$ cat src/rtl/ahb_bus_arbiter_pkg.sv
// Shared definitions for the two-master AHB-style bus arbiter: owner encoding,
// transfer-type constants and default widths.
package ahb_bus_arbiter_pkg;

    localparam int unsigned AW_DEF = 32;
    localparam int unsigned DW_DEF = 32;
    localparam int unsigned CNT_W  = 4;

    localparam logic HTRANS_IDLE   = 1'b0;
    localparam logic HTRANS_NONSEQ = 1'b1;

    typedef enum logic [1:0] {
        OWN_IDLE = 2'd0,
        OWN_M0   = 2'd1,
        OWN_M1   = 2'd2
    } owner_e;

endpackage

$ cat src/rtl/ahb_bus_arbiter_starve_ctr.sv
// Saturating count of consecutive M0 grants taken while M1 is waiting.
// sat_c reflects the value being loaded this cycle so arbitration reacts immediately.
module bus_arb_starve_ctr
    import ahb_bus_arbiter_pkg::*;
#(
    parameter int unsigned MAX_CNT = 4
) (
    input  logic clk,
    input  logic rst,
    input  logic en,
    input  logic clr,
    input  logic inc,
    output logic sat_c
);

    localparam logic [CNT_W-1:0] MAX_V = CNT_W'(MAX_CNT);

    logic [CNT_W-1:0] cnt_q;
    logic [CNT_W-1:0] cnt_d;

    always_comb begin
        cnt_d = cnt_q;
        if (en) begin
            if (clr) begin
                cnt_d = '0;
            end else if (inc && (cnt_q != MAX_V)) begin
                cnt_d = cnt_q + CNT_W'(1);
            end
        end
    end

    assign sat_c = (cnt_d == MAX_V);

    always_ff @(posedge clk or posedge rst) begin
        if (rst) begin
            cnt_q <= '0;
        end else begin
            cnt_q <= cnt_d;
        end
    end

endmodule

$ cat src/rtl/ahb_bus_arbiter.sv
// Two-master bus arbiter: fixed priority to M0 with starvation cap for M1,
// bus lock for read-modify-write pairs, pipelined address/data phases.
module ahb_bus_arbiter
    import ahb_bus_arbiter_pkg::*;
#(
    parameter int unsigned AW         = AW_DEF,
    parameter int unsigned DW         = DW_DEF,
    parameter int unsigned MAX_DBURST = 4
) (
    input  logic          CLK,
    input  logic          RESET,
    input  logic          m0_htrans,
    input  logic [AW-1:0] m0_haddr,
    input  logic          m0_hwrite,
    input  logic [DW-1:0] m0_hwdata,
    input  logic          m0_hlock,
    output logic          m0_grant,
    output logic          m0_rvalid,
    input  logic          m1_htrans,
    input  logic [AW-1:0] m1_haddr,
    input  logic          m1_hwrite,
    input  logic [DW-1:0] m1_hwdata,
    input  logic          m1_hlock,
    output logic          m1_grant,
    output logic          m1_rvalid,
    output logic [DW-1:0] m_hrdata,
    output logic          s_htrans,
    output logic [AW-1:0] s_haddr,
    output logic          s_hwrite,
    output logic [DW-1:0] s_hwdata,
    input  logic [DW-1:0] s_hrdata,
    input  logic          s_hready,
    output logic [1:0]    owner
);

    owner_e state_q, state_d;
    logic   lock_q, lock_d;
    logic   dp_valid_q, dp_valid_d;
    logic   dp_m1_q, dp_m1_d;
    logic   dp_write_q, dp_write_d;
    logic   starve_sat_c;

    bus_arb_starve_ctr #(
        .MAX_CNT (MAX_DBURST)
    ) u_starve (
        .clk   (CLK),
        .rst   (RESET),
        .en    (s_hready),
        .clr   (m1_grant | ~m1_htrans),
        .inc   (m0_grant & m1_htrans),
        .sat_c (starve_sat_c)
    );

    // Address phase: owner's request drives the slave directly.
    always_comb begin
        s_htrans = HTRANS_IDLE;
        s_haddr  = '0;
        s_hwrite = 1'b0;
        m0_grant = 1'b0;
        m1_grant = 1'b0;
        unique case (state_q)
            OWN_M0: begin
                s_htrans = m0_htrans;
                s_haddr  = m0_haddr;
                s_hwrite = m0_hwrite;
                m0_grant = (m0_htrans == HTRANS_NONSEQ) & s_hready;
            end
            OWN_M1: begin
                s_htrans = m1_htrans;
                s_haddr  = m1_haddr;
                s_hwrite = m1_hwrite;
                m1_grant = (m1_htrans == HTRANS_NONSEQ) & s_hready;
            end
            default: ;
        endcase
    end

    // Arbitration, lock and data-phase tracking; everything holds while s_hready is low.
    always_comb begin
        state_d    = state_q;
        lock_d     = lock_q;
        dp_valid_d = dp_valid_q;
        dp_m1_d    = dp_m1_q;
        dp_write_d = dp_write_q;
        if (s_hready) begin
            if (m0_grant) begin
                lock_d = m0_hlock;
            end else if (m1_grant) begin
                lock_d = m1_hlock;
            end

            // The lock just sampled wins even over a saturated starvation count.
            if (lock_d) begin
                state_d = state_q;
            end else if (m0_htrans && !(m1_htrans && starve_sat_c)) begin
                state_d = OWN_M0;
            end else if (m1_htrans) begin
                state_d = OWN_M1;
            end else begin
                state_d = OWN_IDLE;
            end

            dp_valid_d = m0_grant | m1_grant;
            if (m0_grant | m1_grant) begin
                dp_m1_d    = m1_grant;
                dp_write_d = s_hwrite;
            end
        end
    end

    always_ff @(posedge CLK or posedge RESET) begin
        if (RESET) begin
            state_q    <= OWN_IDLE;
            lock_q     <= 1'b0;
            dp_valid_q <= 1'b0;
            dp_m1_q    <= 1'b0;
            dp_write_q <= 1'b0;
        end else begin
            state_q    <= state_d;
            lock_q     <= lock_d;
            dp_valid_q <= dp_valid_d;
            dp_m1_q    <= dp_m1_d;
            dp_write_q <= dp_write_d;
        end
    end

    assign s_hwdata  = (dp_valid_q && dp_write_q) ? (dp_m1_q ? m1_hwdata : m0_hwdata) : '0;
    assign m0_rvalid = dp_valid_q & ~dp_m1_q & s_hready;
    assign m1_rvalid = dp_valid_q & dp_m1_q & s_hready;
    assign m_hrdata  = s_hrdata;
    assign owner     = state_q;

endmodule
$ cat config.mk
export PLATFORM = sky130hd
export DESIGN_NAME = ahb_bus_arbiter
export DESIGN_NICKNAME = d
export VERILOG_FILES = /design/src/rtl/ahb_bus_arbiter_pkg.sv /design/src/rtl/ahb_bus_arbiter_starve_ctr.sv /design/src/rtl/ahb_bus_arbiter.sv
export SDC_FILE = /design/constraint.sdc
export NUM_CORES = 1
export LEC_CHECK = 0
export CORE_AREA = 2 2 106 108
export DETAILED_ROUTE_END_ITERATION = 8
export DIE_AREA = 0 0 108 110
export SETUP_SLACK_MARGIN = 0.02
export SYNTH_ARGS = -nofsm -noshare
export SYNTH_HDL_FRONTEND = slang
export SYNTH_SLANG_ARGS = --single-unit
$ cat constraint.sdc
create_clock -name CLK -period 5.1 [get_ports CLK]
set_input_delay 0.765 -clock CLK [delete_from_list [all_inputs] [get_ports CLK]]
set_output_delay 0.765 -clock CLK [all_outputs]
set_load 0.01 [all_outputs]
After elaboration in Yosys (flattened, before gate mapping)
Index checks and enable logic that the tools add are counted.
Word-level totals
  bits in registers: 10
  bits in latches: 0
  bits in read-only memories: 0
  word-level logic and storage cells: 45
  memories: 0
  output and inout port bits: 104
  input port bits: 169
  RAM bits: 0
Cells by class
  shifts and indexed selects: 0
  reductions and logical operators: 7
  multiplexer cells: 15
  equal/unequal tests: 4
  add/subtract/negate cells: 1
  bitwise operators: 12
  div/mod/pow operators: 0
  $lt $le $gt $ge: 0
  multipliers: 0
Operators with widths (number)
  32-bit two-way mux: 2
  32-bit one-hot mux with 2 select lines: 1
  4-bit two-way mux: 3
  1-bit AND: 7
  1-bit two-way mux: 5
  4-bit by 1-bit adder with 4-bit output (second input constant): 1
  4-bit by 3-bit equality test with 1-bit output (second input constant): 1
  1-bit logical AND: 4
  2-bit two-way mux: 2
  4-bit by 3-bit inequality test with 1-bit output (second input constant): 1
  1-bit one-hot mux with 2 select lines: 2
  2-bit AND reduction: 2
  1-bit inverter: 3
  2-bit by 1-bit equality test with 1-bit output (second input constant): 1
  2-bit equality test (second input constant): 1
  1-bit OR: 2
  1-bit logical NOT: 1

Depth between registers and ports, before layout
  depth after elaboration: 12
  depth in mapped cells: 8
  depth with buffers taken out: 8

Hierarchy
From an unflattened synthesis, not the netlist that was laid out.
Second synthesis, totals
  cell total of the unflattened synthesis: 254
  area, all modules: 1801.7 sq um
Modules (own cells, without submodules)
  ahb_bus_arbiter: cells each 223, seq. area each 150.1 sq um, area an instance 1508.9 sq um, times used 1
  bus_arb_starve_ctr: cells each 31, seq. area each 100.1 sq um, area an instance 292.8 sq um, times used 1

Least setup slack after synthesis
No wires, ideal clock.
  kind: register -> output
  start point: register state_q[1], in the netlist owner[1]
  end point: output port s_haddr[4]
  required time: 4.335 ns
  buffers on the path: 2
  setup slack: 2.844 ns
  arrival time: 1.491 ns
  stages on the path, launching flop included: 7
  cell sequence: dfrtp_1 > inv_1 > ha_1 > clkbuf_1 > buf_1 > a22oi_1 > nor2_1
On the way
  word-level cells in the longest chain between the ends: 2
  elaborated cells between the ends (all ways): 3
  classes of those cells: eq/ne (2); mux (1)
Ends and longest elaborated chain
  start, declared: RTL line ahb_bus_arbiter.sv:36  | owner_e state_q, state_d;
  start signal, assigned: RTL line ahb_bus_arbiter.sv:119  | state_q <= state_d;
  2-bit equality test or 2-bit by 1-bit equality test with 1-bit output (tied branches): RTL line ahb_bus_arbiter.sv:61  | unique case (state_q)
  32-bit one-hot mux with 2 select lines (*): RTL line ahb_bus_arbiter.sv:61
  end, declared: RTL line ahb_bus_arbiter.sv:28  | output logic [AW-1:0] s_haddr,
Every way passes the cells marked *; elsewhere a longest branch is shown, timed or not.

Worst setup path in the final report
  start point: input port s_hready
  end point: output port m0_grant
On the way
  word-level cells in the longest chain between the ends: 2
Ends and longest elaborated chain
  start, declared: RTL line ahb_bus_arbiter.sv:32  | input logic s_hready,
  1-bit AND: RTL line ahb_bus_arbiter.sv:66  | m0_grant = (m0_htrans == HTRANS_NONSEQ) & s_hready;
  1-bit two-way mux: RTL line ahb_bus_arbiter.sv:61
  end, declared: RTL line ahb_bus_arbiter.sv:17  | output logic m0_grant,
Every way passes these cells.

==> results.ini <==
[critical_path]
crit_start=s_hready
critical-path-max-stage-delay_ns=0.76
worstPathCellList=clkdlybuf4s50_1, nand3_1, inv_1, clkdlybuf4s50_1
critical_path.top_delay_family=buffers and inverters
slowest_stage=clkdlybuf4s50_1
worstReg2RegStart=owner[1]
worstPathMaxFanout=12
end_kind=output pin
worst_ep_arrival_time_ns=2.43
critPathLaunchType=input port
path_buf_inv=3
crit_required_ns=4.34
crit_type=in -> out
crit_top_cell=clkdlybuf4s50_1

[detailed_routing]
drc=0
wl_per_cell_um=15.3
drt.antenna.violating_nets=0
vias=2466
routed_wl_mm=8.58
drt_iter0_markers=87
first_pass_iters=4
viasPerCell=4.40

[cells_and_area]
nets=594
instances_no_fill=560
final_util=0.356
drive_gt1_frac=0.0333
fillers=1145
diodes=0
finish.instance_area_sq_um=3810
area_growth_pct=109

[yosys]
syn_area_per_cell_sq_um=7.03
syn_nets=432
synth_top_area_cell=mux2i_1
yosysWarnings=0
yosysTopAreaCellShare=0.187
synth_seq_area_share=0.137
synth_area_leaders=mux2i_1 19%, nor2_1 14%, dfrtp_1 14%
netlist_area_sq_um=1820
synth_edf_count=0
synth_async_sr_flop_share=1.00
synth-main-ff-cell=dfrtp_1
synth_cells=259
synth_seq_cells=10
ys_types=35

[global_route]
grt_max_degree=40
overflow=0
grt_pass1_vias=2518
track_usage=0.128
grt_first_pass_wirelength_mm=12.1
antenna_found_initial=0

[placed_design]
place_area_sq_um=3760
detailed_place_hpwl_mm=7.15
gp_congestion=0.774
dpl.cell_count=556
portBuffers=208

[timing]
hold_viol_final=0
worstMarginPinSlew_ns=1.05
fin_crit_sh=0.625
finClkSkew_ns=0.00121
setup_tns_ns=0
finalSetupViolCount=0
fmax_mhz=313
slew_viol_final=0
layout_min_cycle_time_ns=3.19
rsz0062_at_grt=false
relSlewSlack=0.300

[clock_tree]
clock-sinks=10
clk_latency_ns=0.24
root_buffer=clkbuf_8
h-tree-depth=1
post_cts_buffers=0
cts_buffers=3
clk_pin_slew_ns=0.05
ctsHoldBuffers=0
cts_resized=0
cts_tree=built
cts_buffer_depth=2

[power]
swShare=0.448
ir_drop_mv=0.218
seq_power_share=0.146
fin_total_pwr_mw=1.23
p_clk_frac=0.082
power.density_nw_per_um2=322
combPwrFrac=0.772
p_sw_mw=0.550
p_int_mw=0.678
leakage_nw=1.48

[die]
die_width_um=108
die_area_sq_um=11900
start_util=0.170
die_height_um=110
rows=38
pin_count=273
core_area_sq_um=10700

[status]
status=finished, final reports clean

[min_path]
worstHoldStart=lock_q
min_path_type=reg -> reg

[job]
drv_cap=0

## per-layer routing
metal	wire (um)	GRT usage
met5	0	0
met4	153	0.0311
met3	948	0.0359
met2	4500	0.255
met1	2980	0.131
## cell usage after synthesis (3+ instances only)
library cell	count
a21oi_1	4
a22oi_1	33
buf_1	5
buf_2	4
buf_4	33
clkbuf_1	10
dfrtp_1	10
ha_1	4
inv_1	11
mux2i_1	34
nand2_1	10
nand3_1	5
nor2_1	69
o21ai_0	3
## sequential cells by signal, summed over array words and instances, names as in the netlist
signal,flops
dp_m1_q,1
lock_q,1
dp_write_q,1
dp_valid_q,1
u_starve.cnt_q,4
owner,2
## layout make-up
type / instances / area, sq um / share of cell area
Tap cell: 140 / 175 / 0.0459
Sequential cell: 10 / 251 / 0.0659
Multi-Input combinational cell: 185 / 1190 / 0.313
Clock buffer: 4 / 55.1 / 0.0144
Inverter: 11 / 41.3 / 0.0108
Timing Repair Buffer: 210 / 2100 / 0.550
## worst paths after layout
kind	cells past startpoint	slack (ns)	endpoint
worst max-delay path	4	1.91	m0_grant
worst min-delay path	2	0.48	lock_q
worst max register to register	8	2.83	owner[0]
worst min register to register	2	0.48	lock_q
max in group asynchronous	2	3.97	dp_m1_q
min in group asynchronous	2	0.83	u_starve.cnt_q[2]
## power groups by stage
stage / combinational [mW] / sequential (mW) / clock [mW]
floorplan: 0.587 / 0.121 / 0
global placement: 0.955 / 0.180 / 0
detailed placement: 0.960 / 0.184 / 0
CTS: 0.965 / 0.182 / 0.102
global route: 1.02 / 0.188 / 0.107
finish: 0.948 / 0.180 / 0.100
## kinds of logic after synthesis
logic type / count (synthesis) / synth area share
flops: 10 / 0.137
simple gates: 93 / 0.218
xor+xnor: 1 / 0.00481
fa+ha+maj: 4 / 0.0275
mux: 36 / 0.199
compound gates: 51 / 0.206
buf+inv: 64 / 0.207
## cell usage in the layout, fill, tap and decap left out, types with 2 or more instances in the layout
cell type / instances
buf_4: 2
a22oi_1: 33
nor2_1: 69
a21o_1: 2
clkbuf_8: 4
clkdlybuf4s50_1: 208
inv_1: 11
ha_1: 4
a21oi_1: 4
dfrtp_1: 9
nand3_1: 5
a211oi_1: 2
o21ai_0: 3
nand2_1: 10
mux2_2: 2
mux2i_1: 34
## worst register-to-register path: stages (launching register included)
cell,delay (ns)
dfrtp_1,0.40
inv_1,0.07
ha_1,0.13
buf_4,0.36
nand4_2,0.19
or4_1,0.50
o211a_2,0.17
a22o_1,0.18
a21o_1,0.16
## metrics by stage
stage / setup slack (ns) / hold slack, ns
finish: 1.91 / 0.477
global route: 1.71 / 0.528
global placement: 1.91 / 0.460
detailed placement: 1.89 / 0.474
CTS: 1.79 / 0.485
floorplan: 2.84 / 0.441
(Power assumes the default switching activity.)
